$ cat config.mk
export PLATFORM = sky130hd
export DESIGN_NAME = pcpi_issuer
export DESIGN_NICKNAME = d
export VERILOG_FILES = /design/src/rtl/pcpi_issuer.sv
export SDC_FILE = /design/constraint.sdc
export NUM_CORES = 1
export LEC_CHECK = 0
export CELL_PAD_IN_SITES_DETAIL_PLACEMENT = 0
export CELL_PAD_IN_SITES_GLOBAL_PLACEMENT = 1
export CORE_ASPECT_RATIO = 0.75
export CORE_MARGIN = 2
export CORE_UTILIZATION = 24
export DETAILED_ROUTE_END_ITERATION = 10
export GPL_TIMING_DRIVEN = 0
export PLACE_DENSITY = 0.79
export SYNTH_ARGS = -nofsm -noshare
export SYNTH_HDL_FRONTEND = slang
export SYNTH_SLANG_ARGS = --single-unit
$ cat constraint.sdc
create_clock -name clk -period 2.1 [get_ports clk]
set_clock_uncertainty 0.05 [all_clocks]
set_input_delay 0.21 -clock clk [delete_from_list [all_inputs] [get_ports clk]]
set_output_delay 0.21 -clock clk [all_outputs]
set_load 0.01 [all_outputs]
$ cat src/rtl/pcpi_issuer.sv
// rtl/pcpi_issuer.sv - core-side PCPI initiator with timeout-based illegal instruction detection
//
// Purpose: takes one instruction from the core, presents it on the PCPI bus,
// waits for a co-processor result and hands it back on a valid/ready response
// port. If no co-processor claims the request (pcpi_busy) or answers
// (pcpi_ready) within TIMEOUT_CYCLES consecutive cycles, the request is
// flagged illegal.
//
// Ports:
//   clk, reset                      clock, synchronous active-high reset
//   req_valid/req_ready             core request handshake
//   req_insn/req_rs1/req_rs2        instruction and operands
//   resp_valid/resp_ready           core response handshake
//   resp_wr/resp_rd/resp_illegal    result write flag, value, illegal flag
//   pcpi_valid/insn/rs1/rs2         registered request to the co-processor
//   pcpi_wr/rd/ready/busy           co-processor result and status

module pcpi_issuer #(
   parameter  int TIMEOUT_CYCLES = 16,
   localparam int CNT_W          = $clog2(TIMEOUT_CYCLES + 1)
) (
   input  logic        clk,
   input  logic        reset,
   input  logic        req_valid,
   output logic        req_ready,
   input  logic [31:0] req_insn,
   input  logic [31:0] req_rs1,
   input  logic [31:0] req_rs2,
   output logic        resp_valid,
   input  logic        resp_ready,
   output logic        resp_wr,
   output logic [31:0] resp_rd,
   output logic        resp_illegal,
   output logic        pcpi_valid,
   output logic [31:0] pcpi_insn,
   output logic [31:0] pcpi_rs1,
   output logic [31:0] pcpi_rs2,
   input  logic        pcpi_wr,
   input  logic [31:0] pcpi_rd,
   input  logic        pcpi_ready,
   input  logic        pcpi_busy
);

   typedef enum logic [1:0] {
      ST_IDLE,
      ST_ISSUE,
      ST_RESP
   } state_t;

   localparam logic [CNT_W-1:0] CNT_LAST = CNT_W'(TIMEOUT_CYCLES - 1);

   state_t            state_q, state_d;
   logic [CNT_W-1:0]  cnt_q, cnt_d;
   logic              pcpi_valid_q, pcpi_valid_d;
   logic [31:0]       insn_q, insn_d;
   logic [31:0]       rs1_q, rs1_d;
   logic [31:0]       rs2_q, rs2_d;
   logic              resp_valid_q, resp_valid_d;
   logic              resp_wr_q, resp_wr_d;
   logic [31:0]       resp_rd_q, resp_rd_d;
   logic              resp_illegal_q, resp_illegal_d;

   always_ff @(posedge clk) begin
      if (reset) begin
         state_q        <= ST_IDLE;
         cnt_q          <= '0;
         pcpi_valid_q   <= 1'b0;
         insn_q         <= '0;
         rs1_q          <= '0;
         rs2_q          <= '0;
         resp_valid_q   <= 1'b0;
         resp_wr_q      <= 1'b0;
         resp_rd_q      <= '0;
         resp_illegal_q <= 1'b0;
      end else begin
         state_q        <= state_d;
         cnt_q          <= cnt_d;
         pcpi_valid_q   <= pcpi_valid_d;
         insn_q         <= insn_d;
         rs1_q          <= rs1_d;
         rs2_q          <= rs2_d;
         resp_valid_q   <= resp_valid_d;
         resp_wr_q      <= resp_wr_d;
         resp_rd_q      <= resp_rd_d;
         resp_illegal_q <= resp_illegal_d;
      end
   end

   always_comb begin
      state_d        = state_q;
      cnt_d          = cnt_q;
      pcpi_valid_d   = pcpi_valid_q;
      insn_d         = insn_q;
      rs1_d          = rs1_q;
      rs2_d          = rs2_q;
      resp_valid_d   = resp_valid_q;
      resp_wr_d      = resp_wr_q;
      resp_rd_d      = resp_rd_q;
      resp_illegal_d = resp_illegal_q;

      case (state_q)
         ST_IDLE: begin
            if (req_valid) begin
               insn_d       = req_insn;
               rs1_d        = req_rs1;
               rs2_d        = req_rs2;
               pcpi_valid_d = 1'b1;
               cnt_d        = '0;
               state_d      = ST_ISSUE;
            end
         end

         ST_ISSUE: begin
            // Priority: a result beats both busy and the timeout boundary.
            if (pcpi_ready) begin
               resp_wr_d      = pcpi_wr;
               resp_rd_d      = pcpi_wr ? pcpi_rd : 32'd0;
               resp_illegal_d = 1'b0;
               resp_valid_d   = 1'b1;
               pcpi_valid_d   = 1'b0;
               state_d        = ST_RESP;
            end else if (pcpi_busy) begin
               // A claimed request may take arbitrarily long; only silence counts.
               cnt_d = '0;
            end else if (cnt_q == CNT_LAST) begin
               resp_wr_d      = 1'b0;
               resp_rd_d      = 32'd0;
               resp_illegal_d = 1'b1;
               resp_valid_d   = 1'b1;
               pcpi_valid_d   = 1'b0;
               state_d        = ST_RESP;
            end else begin
               cnt_d = cnt_q + CNT_W'(1);
            end
         end

         ST_RESP: begin
            if (resp_ready) begin
               resp_valid_d = 1'b0;
               state_d      = ST_IDLE;
            end
         end

         default: begin
            state_d = ST_IDLE;
         end
      endcase
   end

   assign req_ready    = (state_q == ST_IDLE);
   assign pcpi_valid   = pcpi_valid_q;
   assign pcpi_insn    = insn_q;
   assign pcpi_rs1     = rs1_q;
   assign pcpi_rs2     = rs2_q;
   assign resp_valid   = resp_valid_q;
   assign resp_wr      = resp_wr_q;
   assign resp_rd      = resp_rd_q;
   assign resp_illegal = resp_illegal_q;

endmodule

==> qor.csv, run 1 <==
stage,metric,value,unit
status,status,finished clean,
setup_path,r2r endpoint,resp_rd[25],
detailed_routing,DRT iter0 DRCs,219,
sta,Hold WS,0.293,ns
clock_network,clock latency on the worst-skew pair,0.40,ns
clock_network,CTS Buffer Depth,2,
setup_path,WS Path Type,reg2reg,
setup_path,R2R depth,8,
global_routing,initial antenna violation count,0,
floorplanning,Floorplan Core Area,19500,µm²
final_layout,area grow syn2layout,75.3,%
placement,Placer Congestion,0.766,
setup_path,launch point of the worst reg-to-reg path,cnt_q[0],
sta,Final Cycle Share,93.4,%
final_layout,"most common cell after layout, fill and taps aside",clkdlybuf4s50_1,
global_routing,met2 global-route usage,24.4,%
setup_path,crit end category,register,
setup_path,Worst Path Required,2.39,ns
detailed_routing,DRC viols,0,
global_routing,largest net degree at the start of global routing,17,
placement,I/O Buffers,266,
final_layout,most frequent cells in the layout,"266 x clkdlybuf4s50_1, 194 x nand2_1, 139 x dfxtp_1",
synth,syn nets,720,
min_path,Min-Delay Path Class,in2reg,
final_layout,layout cell share with drive strength beyond 1,6.67,%
clock_network,cts bufs inserted,17,
detailed_routing,Detailed Routing Iterations Pass 1,4,
synth,synthesized cell area,4830,µm²
synth,register area share after synthesis,57.6,%
global_routing,met3 usage,5.80,%
clock_network,"Clk pin slew, worst setup/hold paths",0.06,ns
sta,Worst-Margin Slew,0.609,ns
detailed_routing,via count,4964,
floorplanning,row cnt,44,
clock_network,CTS tree,yes,
final_layout,nets,1008,
setup_path,critical path launch point type,register,
sta,setup total negative slack,0,ns
final_layout,ANT cells,0,
placement,Detailed Place HPWL,12300,µm
final_layout,fillers,2005,
placement,placed inst area,7810,µm²
detailed_routing,Vias/cell,4.37,
placement,placed cell count,1102,
global_routing,global-route wire length before repair,26100,µm
global_routing,gr ovfl total,0,
sta,endpoints failing setup,0,
clock_network,clk root buf,clkbuf_16,
detailed_routing,Total Wirelength,16700,µm
setup_path,Worst EP arrival,2.25,ns
synth,dominant cell type by area after synthesis,dfxtp_1,
final_layout,cell area after layout,8460,µm²
global_routing,GR met1 Demand/Resource,20.5,%
floorplanning,Chip Width,168,µm
synth,"Distinct cells, synth",29,
pwr,PwrDens,811,nW/µm²
pwr,leakage power,3.11,nW
floorplanning,Die Area,21300,µm²
global_routing,busiest metal layer after global routing,met2,
sta,"Hold Violations, Final",0,
synth,synthesis-stage register bit count,139,
sta,fin. max-slew vios,0,
min_path,Worst Hold Path EP,pcpi_insn[21],
floorplanning,Die H,127,µm
sta,max_slew headroom,59.4,%
setup_path,r2r setup slk,0.14,ns
global_routing,GRT Util Overall,15.6,%
final_layout,Finished Layout Cells,1137,
detailed_routing,Avg WL per Cell,14.7,µm
floorplanning,Starting Density,24.7,%
clock_network,htree depth,4,
min_path,Worst Min Path Start,req_insn[21],
synth,Area contributors post-synth,"dfxtp_1 58%, nand2_1 15%, a21oi_1 10%, a22oi_1 5.0%, nor2_1 2.9%",
synth,synth warn,0,
pwr,VDD IR max,0.482,mV
min_path,WHS Path Cells,3,
sta,Achievable Freq,510,MHz
synth,Mean Syn Cell Area,8.28,µm²
floorplanning,Ports,268,
synth,Synth top area share,57.6,%
sta,Tmin final,1.96,ns
detailed_routing,Antenna Violating Nets Remaining,0,
clock_network,Sink Count,139,
synth,Syn Inst Count,583,
flow_run,Max-cap violations,0,
setup_path,Crit Path Max Fanout,10,
global_routing,vias in the first global route,4783,
==> logic make-up after synthesis <==
family	synth area share, %
simple gates	20.1
buf+inv	4.38
mux	0.207
fa+ha+maj	0.518
flops	57.6
compound gates	17.2
==> worst max-delay path: stages (launching register included) <==
cell     delay [ns]
dfxtp_1        0.35
ha_1           0.24
and3_1         0.19
ha_1           0.22
nor2b_4        0.15
o21ai_4        0.28
buf_4          0.24
a22oi_1        0.09
nor2_1         0.09
==> stage by stage <==
stage	util (%)	total power (W)	setup WS, ns
6_report	43.3	0.00687	0.139
5_1_grt	43.3	0.00720	-0.00822
4_1_cts	43.1	0.00698	0.00393
3_5_place_dp	39.9	0.00393	-0.549
3_3_place_gp	39.9	0.00392	-0.519
2_1_floorplan	-	0.00328	0.0867
==> metal layers <==
metal / vias to the layer above / wire (µm) / part of all wire [%]
met5: - / 0 / 0
met4: 0 / 113 / 0.68
met3: 8 / 1320 / 7.9
met2: 174 / 7440 / 45
met1: 2281 / 7800 / 47
li1: 2501 / - / -
==> worst max path at each step <==
stage	start	to	slack [ns]	depth (start not counted)
after global placement	cnt_q[0]	resp_rd[23]	-0.52	8
after CTS	cnt_q[0]	resp_rd[16]	0.004	8
after floorplan	cnt_q[0]	resp_rd[10]	0.09	8
final	cnt_q[0]	resp_rd[25]	0.14	8
after detailed placement	cnt_q[0]	resp_rd[25]	-0.55	8
after global routing	cnt_q[0]	resp_rd[25]	-0.008	8
==> power breakdown <==
part	switching [W]	internal (W)	leakage (nW)
logic	0.000454	0.000571	1.70
registers	0.0000695	0.00278	1.14
clock network	0.00120	0.00179	0.274
==> area by class of cell <==
type | count | area [µm²] | area share [%]
sequential | 139 | 2780 | 32.9
clock inverter | 12 | 139 | 1.64
multi-input combinational | 394 | 1870 | 22.0
tap | 253 | 317 | 3.74
clock buffer | 20 | 447 | 5.28
inverter | 5 | 18.8 | 0.222
timing repair buffer | 269 | 2690 | 31.7
buffer | 45 | 208 | 2.45
==> cell usage after synthesis <==
| cell type | n |
|---|---|
| a22o_1 | 1 |
| buf_1 | 4 |
| nand2_1 | 194 |
| o31ai_1 | 1 |
| o21bai_1 | 1 |
| a22oi_1 | 32 |
| buf_2 | 13 |
| o21ai_1 | 4 |
| and3_1 | 2 |
| ha_1 | 2 |
| nor2_1 | 37 |
| clkbuf_1 | 27 |
| nor3b_2 | 1 |
| nor3_2 | 1 |
| buf_6 | 1 |
| nor2b_1 | 3 |
| nand4_1 | 1 |
| dfxtp_1 | 139 |
| a21oi_1 | 101 |
| or3_1 | 2 |
| o21ai_0 | 3 |
| or4b_4 | 1 |
| nor3_1 | 1 |
| a311oi_1 | 1 |
| inv_1 | 5 |
| nand2b_1 | 2 |
| a31oi_1 | 1 |
| mux2i_1 | 1 |
| a221oi_1 | 1 |
==> flip-flops by register name (all words and copies together), names as in the netlist <==
name	flops
resp_illegal	1
resp_rd	32
pcpi_valid	1
pcpi_rs1	32
pcpi_insn	32
pcpi_rs2	32
resp_valid	1
state_q	2
resp_wr	1
cnt_q	5
==> repair_timing <==
action                     4_1_cts  5_1_grt
buffers inserted                 0        3
resized for setup                8       11
hold buffers                     0        0
pin swaps                        0        1
setup endpoints to repair       36      111
(Power assumes the default switching activity.)
==> inputs of run 2 (changes only) <==
==> constraint.sdc (replaced) <==
create_clock -name clk -period 1.77 [get_ports clk]
set_clock_uncertainty 0.05 [all_clocks]
set_input_delay 0.177 -clock clk [delete_from_list [all_inputs] [get_ports clk]]
set_output_delay 0.177 -clock clk [all_outputs]
set_load 0.01 [all_outputs]
==> run 2 against run 1 <==
  * Core utilization up 1.6 points
  * Via count up 0.14%
  * Setup slack worse by 0.098 ns
  * Global-route usage up 0.66 points
  * Flip-flop and latch count unchanged
  * Maximum frequency up 13%
  * Non-clock buffer count up 8
  * Final cell count up 0.62%
  * Combinational power up 24%
==> qor.csv, run 2 (same netlist as run 1, synthesis figures left out) <==
stage,metric,value,unit,change
pwr,register share of total power,40.0,%,-1.5 points
clock_network,CTS Buffer Depth,2,,unchanged
floorplanning,Chip Width,168,µm,unchanged
clock_network,"Clk pin slew, worst setup/hold paths",0.06,ns,about the same
setup_path,Crit Path Max Fanout,5,,-5
setup_path,critical path launch point type,register,,
floorplanning,Die Area,21300,µm²,unchanged
detailed_routing,DRC viols,0,,unchanged
pwr,Pint,0.00640,W,+24%
sta,max_slew headroom,53.2,%,-6.2 points
final_layout,nets,1016,,+0.79%
clock_network,CTS tree,yes,,
detailed_routing,DRT iter0 DRCs,177,,-19%
global_routing,met3 usage,6.27,%,+0.47 points
floorplanning,Starting Density,24.7,%,unchanged
setup_path,WS Path Type,reg2reg,,
placement,Placer Congestion,0.791,,+3.2%
clock_network,Sink Count,139,,unchanged
flow_run,Max-cap violations,0,,unchanged
setup_path,r2r setup slk,0.04,ns,-0.10 ns
pwr,PwrDens,962,nW/µm²,+19%
setup_path,Worst Path Required,2.00,ns,-0.39 ns
floorplanning,Die H,127,µm,unchanged
sta,endpoints failing setup,0,,unchanged
final_layout,area grow syn2layout,81.6,%,
setup_path,r2r endpoint,resp_rd[2],,
sta,Tmin final,1.73,ns,-0.232 ns
detailed_routing,via count,4971,,+0.14%
clock_network,htree depth,4,,unchanged
pwr,VDD IR max,0.401,mV,-17%
placement,placed inst area,7850,µm²,+0.50%
placement,Detailed Place HPWL,12600,µm,+2.6%
final_layout,ANT cells,0,,unchanged
global_routing,vias in the first global route,4989,,+4.3%
pwr,Sw Ratio,24.1,%,-1.0 points
clock_network,clk root buf,clkbuf_16,,
min_path,Min-Delay Path Class,in2reg,,
clock_network,cts bufs inserted,17,,unchanged
global_routing,global-route wire length before repair,27000,µm,+3.5%
global_routing,GR met1 Demand/Resource,21.2,%,+0.63 points
detailed_routing,Detailed Routing Iterations Pass 1,4,,unchanged
final_layout,area of the multi-input gates,2010,µm²,+7.6%
sta,"Hold Violations, Final",0,,unchanged
placement,Post-Place Setup Slack,-0.654,ns,-0.105 ns
sta,RSZ-0062 raised after global routing,yes,,
setup_path,crit path capture,resp_rd[2],,
final_layout,Finished Layout Cells,1144,,+0.62%
clock_network,clock latency on the worst-skew pair,0.41,ns,about the same
pwr,switching pwr,0.00203,W,+18%
detailed_routing,Total Wirelength,17500,µm,+4.9%
global_routing,GRT Util Overall,16.3,%,+0.66 points
final_layout,layout cell share with drive strength beyond 1,11.1,%,+4.4 points
pwr,leakage power,3.23,nW,+3.8%
final_layout,Sequential cell area,2790,µm²,about the same
final_layout,fillers,1932,,-3.6%
pwr,combinational share of power,15.2,%,+0.3 points
placement,placed cell count,1102,,unchanged
pwr,clock share of power,44.7,%,+1.1 points
setup_path,Crit. Startpoint,cnt_q[0],,
global_routing,busiest metal layer after global routing,met2,,
setup_path,Worst EP arrival,1.96,ns,-0.29 ns
setup_path,crit end category,register,,
floorplanning,Ports,268,,unchanged
global_routing,met2 global-route usage,25.2,%,+0.80 points
detailed_routing,Antenna Violating Nets Remaining,0,,unchanged
global_routing,gr ovfl total,0,,unchanged
sta,final worst slack,0.0405,ns,-0.0984 ns
floorplanning,row cnt,44,,unchanged
setup_path,R2R depth,9,,+1
status,status,finished clean,,
detailed_routing,Avg WL per Cell,15.3,µm,+4.3%
detailed_routing,Vias/cell,4.35,,-0.47%
sta,Worst-Margin Slew,0.703,ns,+0.0937 ns
global_routing,initial antenna violation count,0,,unchanged
placement,I/O Buffers,266,,unchanged
sta,Achievable Freq,578,MHz,+13%
final_layout,most frequent cells in the layout,"265 x clkdlybuf4s50_1, 194 x nand2_1, 137 x dfxtp_1",,
floorplanning,Floorplan Core Area,19500,µm²,unchanged
final_layout,cell area after layout,8770,µm²,+3.6%
sta,Final Cycle Share,97.7,%,+4.3 points
setup_path,launch point of the worst reg-to-reg path,cnt_q[0],,
final_layout,final core occ,44.9,%,+1.6 points
sta,fin. max-slew vios,0,,unchanged
final_layout,"most common cell after layout, fill and taps aside",clkdlybuf4s50_1,,
global_routing,largest net degree at the start of global routing,17,,unchanged
==> run 2: cell count changes in the layout (fill, tap and decap cells not counted), sizes merged, moves of 2 or more <==
cell    delta
bufinv     +2
clkbuf     +2
buf        +6
inv        -3
==> run 2: how the worst min path moves through the flow <==
stage	startpoint	end	slack [ns]	cells after the start
floorplan	pcpi_ready	resp_illegal	0.24	1
global placement	cnt_q[4]	cnt_q[4]	0.39	2
detailed placement	pcpi_rs2[17]	pcpi_rs2[17]	0.40	2
CTS	req_insn[23]	pcpi_insn[23]	0.23	3
global route	req_insn[2]	pcpi_insn[2]	0.25	3
finish	reset	cnt_q[0]	0.24	4
==> run 2: power by group through the flow <==
| stage | sequential [W] | combinational, W | clock, W |
|---|---|---|---|
| 6_report | 0.00338 | 0.00128 | 0.00377 |
| 5_1_grt | 0.00340 | 0.00140 | 0.00403 |
| 4_1_cts | 0.00338 | 0.00128 | 0.00389 |
| 3_5_place_dp | 0.00345 | 0.00123 | 0 |
| 3_3_place_gp | 0.00344 | 0.00123 | 0 |
| 2_1_floorplan | 0.00352 | 0.000377 | 0 |
==> run 2: through the flow <==
| step | hold slack (ns) | power (W) | setup TNS, ns |
|---|---|---|---|
| final | 0.244 | 0.00843 | 0 |
| after floorplan | 0.238 | 0.00389 | 0 |
| after global routing | 0.249 | 0.00883 | -0.366 |
| after CTS | 0.235 | 0.00854 | 0 |
| after detailed placement | 0.396 | 0.00468 | -56.05 |
| after global placement | 0.388 | 0.00467 | -53.81 |
==> run 2: routing by layer <==
layer | share of wire (%) | routed length [µm]
met1 | 47 | 8150
met2 | 45 | 7820
met3 | 7.8 | 1370
met4 | 0.89 | 155
met5 | 0 | 0
==> run 2: cell type report <==
class	count	area share (%)
tap	253	3.61
clock buffer	20	5.09
clock inverter	11	1.94
multi-input combinational	394	22.9
buffer	43	2.78
inverter	5	0.214
sequential	139	31.8
timing repair buffer	279	31.7
==> run 2: repair_timing <==
action                     4_1_cts  5_1_grt
setup buffers                    8        4
gates cloned                     1        0
resized for setup               29       30
setup endpoints to repair      137      124
pin swaps                        3        7
hold buffers                     0        0
hold endpoints to repair         0        0
==> run 2: critical path, stage by stage (launching register included) <==
cell	delay (ns)
dfxtp_2	0.35
ha_4	0.14
and3_4	0.19
ha_4	0.13
nor2b_4	0.17
o21ai_4	0.07
buf_12	0.15
buf_4	0.15
a22oi_1	0.14
nor2_1	0.05
